[config.mk]
export PLATFORM = sky130hd
export DESIGN_NAME = fetch_unit
export DESIGN_NICKNAME = d
export VERILOG_FILES = /design/src/rtl/fetch_pkg.sv /design/src/rtl/pc_next_logic.sv /design/src/rtl/fetch_unit.sv
export SDC_FILE = /design/constraint.sdc
export NUM_CORES = 1
export LEC_CHECK = 0
export BUFFER_PORTS_ARGS = -buffer_cell sky130_fd_sc_hd__buf_2
export CAP_MARGIN = 20
export CORE_ASPECT_RATIO = 0.9
export CORE_UTILIZATION = 52
export CTS_CLUSTER_SIZE = 24
export DETAILED_ROUTE_END_ITERATION = 12
export PLACE_DENSITY_LB_ADDON = 0.2
export SYNTH_ARGS = -nofsm -noshare
export SYNTH_HDL_FRONTEND = slang
export SYNTH_SLANG_ARGS = --single-unit
[constraint.sdc]
create_clock -name clk -period 3.5 [get_ports clk]
set_input_delay 0.175 -clock clk [delete_from_list [all_inputs] [get_ports clk]]
set_output_delay 0.175 -clock clk [all_outputs]
set_load 0.01 [all_outputs]
[src/rtl/fetch_pkg.sv]
// Shared types and constants for the instruction fetch stage.
package fetch_pkg;

    typedef enum logic [2:0] {
        StBoot  = 3'd0,
        StReq   = 3'd1,
        StWait  = 3'd2,
        StIssue = 3'd3,
        StHalt  = 3'd4
    } fetch_state_t;

    localparam logic [31:0] NOP_INSTR        = 32'h0000_0013;
    localparam logic [31:0] DEFAULT_RESET_PC = 32'h0000_0000;

    function automatic logic is_misaligned(input logic [1:0] addr_lsbs);
        return addr_lsbs != 2'b00;
    endfunction

endpackage

[src/rtl/pc_next_logic.sv]
// Combinational next-PC selection: sequential PC+4, branch/jump target mux and
// word-alignment check of the selected address.
module pc_next_logic
    import fetch_pkg::*;
#(
    parameter int unsigned XLEN = 32
) (
    input  logic [XLEN-1:0] pc_i,
    input  logic            pc_src_i,
    input  logic [XLEN-1:0] pc_target_i,
    output logic [XLEN-1:0] pc_plus4_o,
    output logic [XLEN-1:0] pc_next_o,
    output logic            misaligned_o
);

    always_comb begin
        // Wraps modulo 2^XLEN by construction.
        pc_plus4_o   = pc_i + XLEN'(4);
        pc_next_o    = pc_src_i ? pc_target_i : pc_plus4_o;
        misaligned_o = is_misaligned(pc_next_o[1:0]);
    end

endmodule

[src/rtl/fetch_unit.sv]
// Instruction fetch stage: owns the PC, issues one imem request at a time and
// holds the fetched instruction stable until the control path retires it.
module fetch_unit
    import fetch_pkg::*;
#(
    parameter logic [31:0] RESET_PC = DEFAULT_RESET_PC,
    parameter int unsigned XLEN     = 32
) (
    input  logic            clk,
    input  logic            rst_n,
    input  logic            PCSrc,
    input  logic [XLEN-1:0] PCTarget,
    input  logic            Hold,
    output logic            imem_req,
    output logic [XLEN-1:0] imem_addr,
    input  logic            imem_gnt,
    input  logic            imem_rvalid,
    input  logic [XLEN-1:0] imem_rdata,
    output logic [XLEN-1:0] Instr,
    output logic [6:0]      op,
    output logic [2:0]      funct3,
    output logic            funct7b5,
    output logic [XLEN-1:0] PC,
    output logic [XLEN-1:0] PCPlus4,
    output logic            InstrValid,
    output logic [XLEN-1:0] InstrCount,
    output logic            Fault
);

    fetch_state_t    state_q, state_d;
    logic [XLEN-1:0] pc_q, pc_d;
    logic [XLEN-1:0] instr_q, instr_d;
    logic [XLEN-1:0] instr_count_q, instr_count_d;
    logic            valid_q, valid_d;
    logic            fault_q, fault_d;

    logic [XLEN-1:0] pc_plus4;
    logic [XLEN-1:0] pc_next;
    logic            next_misaligned;

    pc_next_logic #(
        .XLEN (XLEN)
    ) u_pc_next (
        .pc_i         (pc_q),
        .pc_src_i     (PCSrc),
        .pc_target_i  (PCTarget),
        .pc_plus4_o   (pc_plus4),
        .pc_next_o    (pc_next),
        .misaligned_o (next_misaligned)
    );

    always_comb begin
        state_d       = state_q;
        pc_d          = pc_q;
        instr_d       = instr_q;
        instr_count_d = instr_count_q;
        valid_d       = valid_q;
        fault_d       = fault_q;

        case (state_q)
            StBoot: begin
                state_d = StReq;
            end
            StReq: begin
                if (imem_gnt) begin
                    state_d = StWait;
                end
            end
            StWait: begin
                if (imem_rvalid) begin
                    instr_d = imem_rdata;
                    valid_d = 1'b1;
                    state_d = StIssue;
                end
            end
            StIssue: begin
                if (!Hold) begin
                    instr_count_d = instr_count_q + XLEN'(1);
                    valid_d       = 1'b0;
                    // A misaligned next PC halts with PC still naming the culprit.
                    if (next_misaligned) begin
                        fault_d = 1'b1;
                        state_d = StHalt;
                    end else begin
                        pc_d    = pc_next;
                        state_d = StReq;
                    end
                end
            end
            StHalt: begin
                state_d = StHalt;
            end
            default: begin
                state_d = StBoot;
            end
        endcase
    end

    always_ff @(posedge clk or negedge rst_n) begin
        if (!rst_n) begin
            state_q       <= StBoot;
            pc_q          <= RESET_PC;
            instr_q       <= NOP_INSTR;
            instr_count_q <= '0;
            valid_q       <= 1'b0;
            fault_q       <= 1'b0;
        end else begin
            state_q       <= state_d;
            pc_q          <= pc_d;
            instr_q       <= instr_d;
            instr_count_q <= instr_count_d;
            valid_q       <= valid_d;
            fault_q       <= fault_d;
        end
    end

    always_comb begin
        imem_req   = (state_q == StReq);
        imem_addr  = pc_q;
        Instr      = instr_q;
        op         = instr_q[6:0];
        funct3     = instr_q[14:12];
        funct7b5   = instr_q[30];
        PC         = pc_q;
        PCPlus4    = pc_plus4;
        InstrValid = valid_q;
        InstrCount = instr_count_q;
        Fault      = fault_q;
    end

endmodule

Word-level counts from Yosys, hierarchy flattened
Cells that the tools add are included.
Word-level totals
  register bits: 101
  output and inout bits: 174
  word-level logic and storage cells: 35
Operators by class
  add/subtract/negate cells: 2
  equal/unequal tests: 7
  muxes and demuxes: 9
  bitwise gates (word level): 2
  reductions and logical operators: 9
Operators with widths (count)
  $add 32x1->32 const B: 1
  $add 32x3->32 const B: 1
  $mux 32: 1
  $pmux 3 s5: 1
  $mux 3: 4
  $reduce_and 3->1: 4
  $eq 3x2->1 const B: 2
  $ne 2x2->1 const B: 2
  $reduce_and 2->1: 2
  $reduce_bool 2->1: 2
  $eq 3x1->1 const B: 1
  $eq 3x3->1 const B: 1
  $logic_not 3->1: 1
  $mux 1: 2
  $ne 2x1->1 const B: 1
  $not 1->1: 2
  $pmux 1 s2: 1

Logic depth before layout (Yosys ltp)
  depth after elaboration: 6
  mapped depth: 8
  depth with buffers taken out: 6

Hierarchy
From an unflattened synthesis, not the netlist that was laid out.
Unflattened totals
  cells, all modules: 496
  area, all modules: 5516.5 µm²
By module, submodules not included
  fetch_unit: times used 1, cells each 323, area each 4390.5 µm², seq. area each 2531.2 µm²
  pc_next_logic: times used 1, cells each 173, area each 1126.1 µm², seq. area each 0.0 µm²

Least setup slack after synthesis
OpenSTA, ideal clock, no wires.
  kind: flip-flop to output port
  start point: register pc_q[3] (netlist: PC[3])
  end point: output port PCPlus4[28]
  arrival time: 1.867 ns
  path slack: 1.458 ns
  cell stages (with the launch flop): 7
  path buffers: 1
  path through: dfrtp_1 > ha_1 > nand3_2 > nand2b_1 > clkbuf_1 > nor4_1 > xor2_1
Between the ends
  longest elaborated chain between the ends: 1
Ends and longest elaborated chain
  start, declared: line fetch_unit.sv:31  | logic [XLEN-1:0] pc_q, pc_d;
  start signal, assigned: line fetch_unit.sv:109  | pc_q <= pc_d;
  $add 32x3->32: line pc_next_logic.sv:18  | pc_plus4_o = pc_i + XLEN'(4);
  end, declared: line fetch_unit.sv:24  | output logic [XLEN-1:0] PCPlus4,
No other way between the ends.

Worst setup path in the final report
  start point: register pc_q[2] (netlist: PC[2])
  end point: output port PCPlus4[28]
Same word-level chain as after synthesis.

==> impl_metrics.sql <==
INSERT INTO impl_metrics (metric_group, metric, value, unit) VALUES
('clock_network', 'cts_sink_cnt', '101', ''),
('detailed_routing', 'drt-initial-drc-count', '323', ''),
('worst_setup_path', 'crit_path_max_fanout', '8', ''),
('yosys', 'netlist_area', '0.005479', 'mm^2'),
('worst_setup_path', 'setup.worst_path.end_class', 'output pin', ''),
('pwr', 'internal-power', '2931', 'uW'),
('detailed_routing', 'routed_wl', '14280', 'um'),
('global_routing', 'grt.met2_usage', '42.84', '%'),
('yosys', 'synth_top_cells_by_area', 'sky130_fd_sc_hd__dfrtp_1, sky130_fd_sc_hd__mux2_2, sky130_fd_sc_hd__xnor2_1', ''),
('clock_network', 'htree_levels', '3', ''),
('detailed_routing', 'drc', '0', ''),
('cells_and_area', 'n_fill_cell', '851', ''),
('status', 'failing_checks', 'hold timing', ''),
('timing', 'whs', '-0.03130', 'ns'),
('timing', 'share_of_the_clock_period_used_by_the_worst_path', '76.77', '%'),
('floorplanning', 'floorplan.io_pins', '244', ''),
('cells_and_area', 'final_cell_count_no_fill', '860', ''),
('pwr', 'total_power_per_unit_cell_area', '697.2', 'mW/mm^2'),
('global_routing', 'grt_util_met3', '6.488', '%'),
('worst_setup_path', 'worst-setup-path-type', 'reg -> out', ''),
('cells_and_area', 'final_area', '0.006787', 'mm^2'),
('floorplanning', 'core_area', '0.01025', 'mm^2'),
('worst_setup_path', 'critical_path_startpoint_category', 'flip-flop', ''),
('yosys', 'yosys.area.top_type', 'sky130_fd_sc_hd__dfrtp_1', ''),
('timing', 'slew_headroom', '37.14', '%'),
('timing', 'clock_skews', '0.007864', 'ns'),
('timing', 'timing.fmax', '372.2', 'MHz'),
('timing', 'tightest_slew', '0.9429', 'ns'),
('clock_network', 'cts_hold_fix_bufs', '0', ''),
('timing', 'report.final.slew_viol_count', '0', ''),
('floorplanning', 'placementRows', '35', ''),
('clock_network', 'cts_tree', 'done', ''),
('timing', 'tns', '0', 'ns'),
('pwr', 'p_total', '4732', 'uW'),
('floorplanning', 'floorplan.initialDensity', '53.47', '%'),
('cells_and_area', 'seqCellArea', '0.002531', 'mm^2'),
('pwr', 'netSwitchingFraction', '38.04', '%'),
('timing', 'hold_viol', '33', ''),
('global_routing', 'gr-total-overflow', '0', ''),
('flow_run', 'cap_viol_max_count', '0', ''),
('detailed_routing', 'ant_nets', '0', ''),
('global_routing', 'gr-usage-all-layers', '26.44', '%'),
('timing', 'period_minus_slack', '2.687', 'ns'),
('status', 'run_status', 'complete, but fails checks', ''),
('worst_setup_path', 'worst_ep_required_time', '3.32', 'ns'),
('pwr', 'total_switching_power', '1800', 'uW'),
('clock_network', 'clk_root_buffer_cell', 'sky130_fd_sc_hd__clkbuf_16', ''),
('yosys', 'synth-edff-count', '0', ''),
('floorplanning', 'die_area', '0.01095', 'mm^2'),
('cells_and_area', 'finalNetCount', '798', ''),
('clock_network', 'ctsResizeCount', '0', ''),
('floorplanning', 'die_width', '110.2', 'um'),
('detailed_routing', 'routedWlPerCell', '16.61', 'um'),
('place', 'dp_hpwl', '10530', 'um'),
('global_routing', 'globalRouteMet1Util', '35.08', '%'),
('pwr', 'worst_ir_drop_vdd', '0.0004831', 'V'),
('place', 'port_buffers', '243', ''),
('detailed_routing', 'num_vias', '4739', ''),
('yosys', 'synth.yosys.warnings', '0', ''),
('place', 'place_congestion', '0.8518', ''),
('yosys', 'ys_seq_elements', '101', ''),
('yosys', 'synth_top_area_share', '44.76', '%'),
('pwr', 'p_seq_share', '40.5', '%'),
('yosys', 'synth_sequential_area_ratio', '46.20', '%'),
('place', 'postPlaceCellArea', '0.006469', 'mm^2'),
('cells_and_area', 'multi_input_area', '0.002494', 'mm^2'),
('detailed_routing', 'post_drt_via_cell_ratio', '5.510', ''),
('timing', 'final-setup-viol-count', '0', ''),
('global_routing', 'busiest_layer', 'met2', ''),
('clock_network', 'tritoncts.num_buffers', '9', ''),
('global_routing', 'antenna_found_initial', '0', '');
[area by class of cell]
cell class / count / area share (%)
sequential: 101 / 37.30
tap: 129 / 2.378
timing repair buffer: 248 / 18.51
clock inverter: 6 / 1.162
multi-input combinational: 359 / 36.74
clock buffer: 10 / 3.521
inverter: 7 / 0.3872
[registers in the layout, indices dropped and copies added, names as in the netlist]
| signal | flops |
|---|---|
| InstrCount | 32 |
| Instr | 32 |
| PC | 32 |
| state_q | 3 |
| Fault | 1 |
| InstrValid | 1 |
[per-stage QoR]
stage	setup WS (ns)	util [%]
after global routing	0.6357	66.23
after detailed placement	1.167	63.13
after global placement	1.270	63.13
final	0.8130	66.23
after floorplan	1.458	-
after CTS	0.8229	66.23
[cell usage in the layout, fill, tap and decap left out, drive strengths merged, types with 4 or more instances in the layout]
| cell | instances |
|---|---|
| a21oi | 14 |
| a221o | 4 |
| a222oi | 4 |
| and2 | 5 |
| and3 | 12 |
| and4 | 9 |
| buf | 248 |
| clkbuf | 10 |
| dfrtp | 98 |
| inv | 10 |
| mux2 | 33 |
| mux2i | 5 |
| nand2 | 47 |
| nand3 | 35 |
| nand4 | 16 |
| nor2 | 31 |
| nor3 | 13 |
| nor4 | 9 |
| o21ai | 15 |
| o22ai | 9 |
| or3 | 5 |
| or4 | 4 |
| xnor2 | 39 |
| xor2 | 20 |
[cells by family after synthesis]
group | after synthesis | share of synthesized area [%]
simple gates | 198 | 20.16
flops | 101 | 46.20
buf+inv | 78 | 8.632
compound gates | 62 | 7.422
xor+xnor | 59 | 9.431
mux | 38 | 7.696
fa+ha+maj | 2 | 0.4567
[power by group through the flow]
| stage | sequential [uW] | clock [uW] | combinational (uW) |
|---|---|---|---|
| finish | 1920 | 1050 | 1760 |
| global route | 1970 | 1120 | 1900 |
| CTS | 1910 | 1070 | 1780 |
| detailed placement | 1930 | 0 | 1770 |
| global placement | 1900 | 0 | 1750 |
| floorplan | 1980 | 0 | 1080 |
[critical path, stage by stage (launching register included)]
cell and delay, ns:
sky130_fd_sc_hd__dfrtp_1 0.49, sky130_fd_sc_hd__ha_1 0.25, sky130_fd_sc_hd__nand3_2 0.19, sky130_fd_sc_hd__nand2b_1 0.34, sky130_fd_sc_hd__nor4_1 0.57, sky130_fd_sc_hd__xor2_1 0.18
sky130_fd_sc_hd__buf_2 0.14
[cells in the mapped netlist (9+ instances only)]
cell type and count:
sky130_fd_sc_hd__a21oi_1 14, sky130_fd_sc_hd__and3_1 11, sky130_fd_sc_hd__buf_2 9, sky130_fd_sc_hd__buf_4 45, sky130_fd_sc_hd__clkbuf_1 16, sky130_fd_sc_hd__dfrtp_1 98
sky130_fd_sc_hd__mux2_2 33, sky130_fd_sc_hd__nand2_1 47, sky130_fd_sc_hd__nand3_1 33, sky130_fd_sc_hd__nand4_1 14, sky130_fd_sc_hd__nor2_1 31, sky130_fd_sc_hd__nor3_1 12
sky130_fd_sc_hd__o21ai_0 14, sky130_fd_sc_hd__o22ai_1 9, sky130_fd_sc_hd__xnor2_1 39, sky130_fd_sc_hd__xor2_1 20
[per-layer routing]
layer	part of all wire (%)	wire length, um	up-vias
li1	-	-	2242
met1	41	5925	2246
met2	50	7080	232
met3	7.2	1024	19
met4	1.8	253	0
met5	0	0	-
[path summary, 6_finish.rpt]
path | end | startpoint | depth (start not counted) | slack, ns
max | PCPlus4[28] | PC[2]$_DFFE_PN0P_ | 6 | 0.81
min | InstrCount[14]$_DFFE_PN0P_ | rst_n | 1 | -0.03
max reg2reg | PC[21]$_DFFE_PN0P_ | state_q[2]$_DFFE_PN0P_ | 6 | 1.11
min reg2reg | InstrCount[31]$_DFFE_PN0P_ | InstrCount[31]$_DFFE_PN0P_ | 1 | 0.47
max in group asynchronous | PC[20]$_DFFE_PN0P_ | rst_n | 2 | 2.62
min in group clk | Instr[15]$_DFFE_PN0P_ | imem_rdata[15] | 2 | 0.06
No activity file was read; power rests on OpenSTA's default activity.
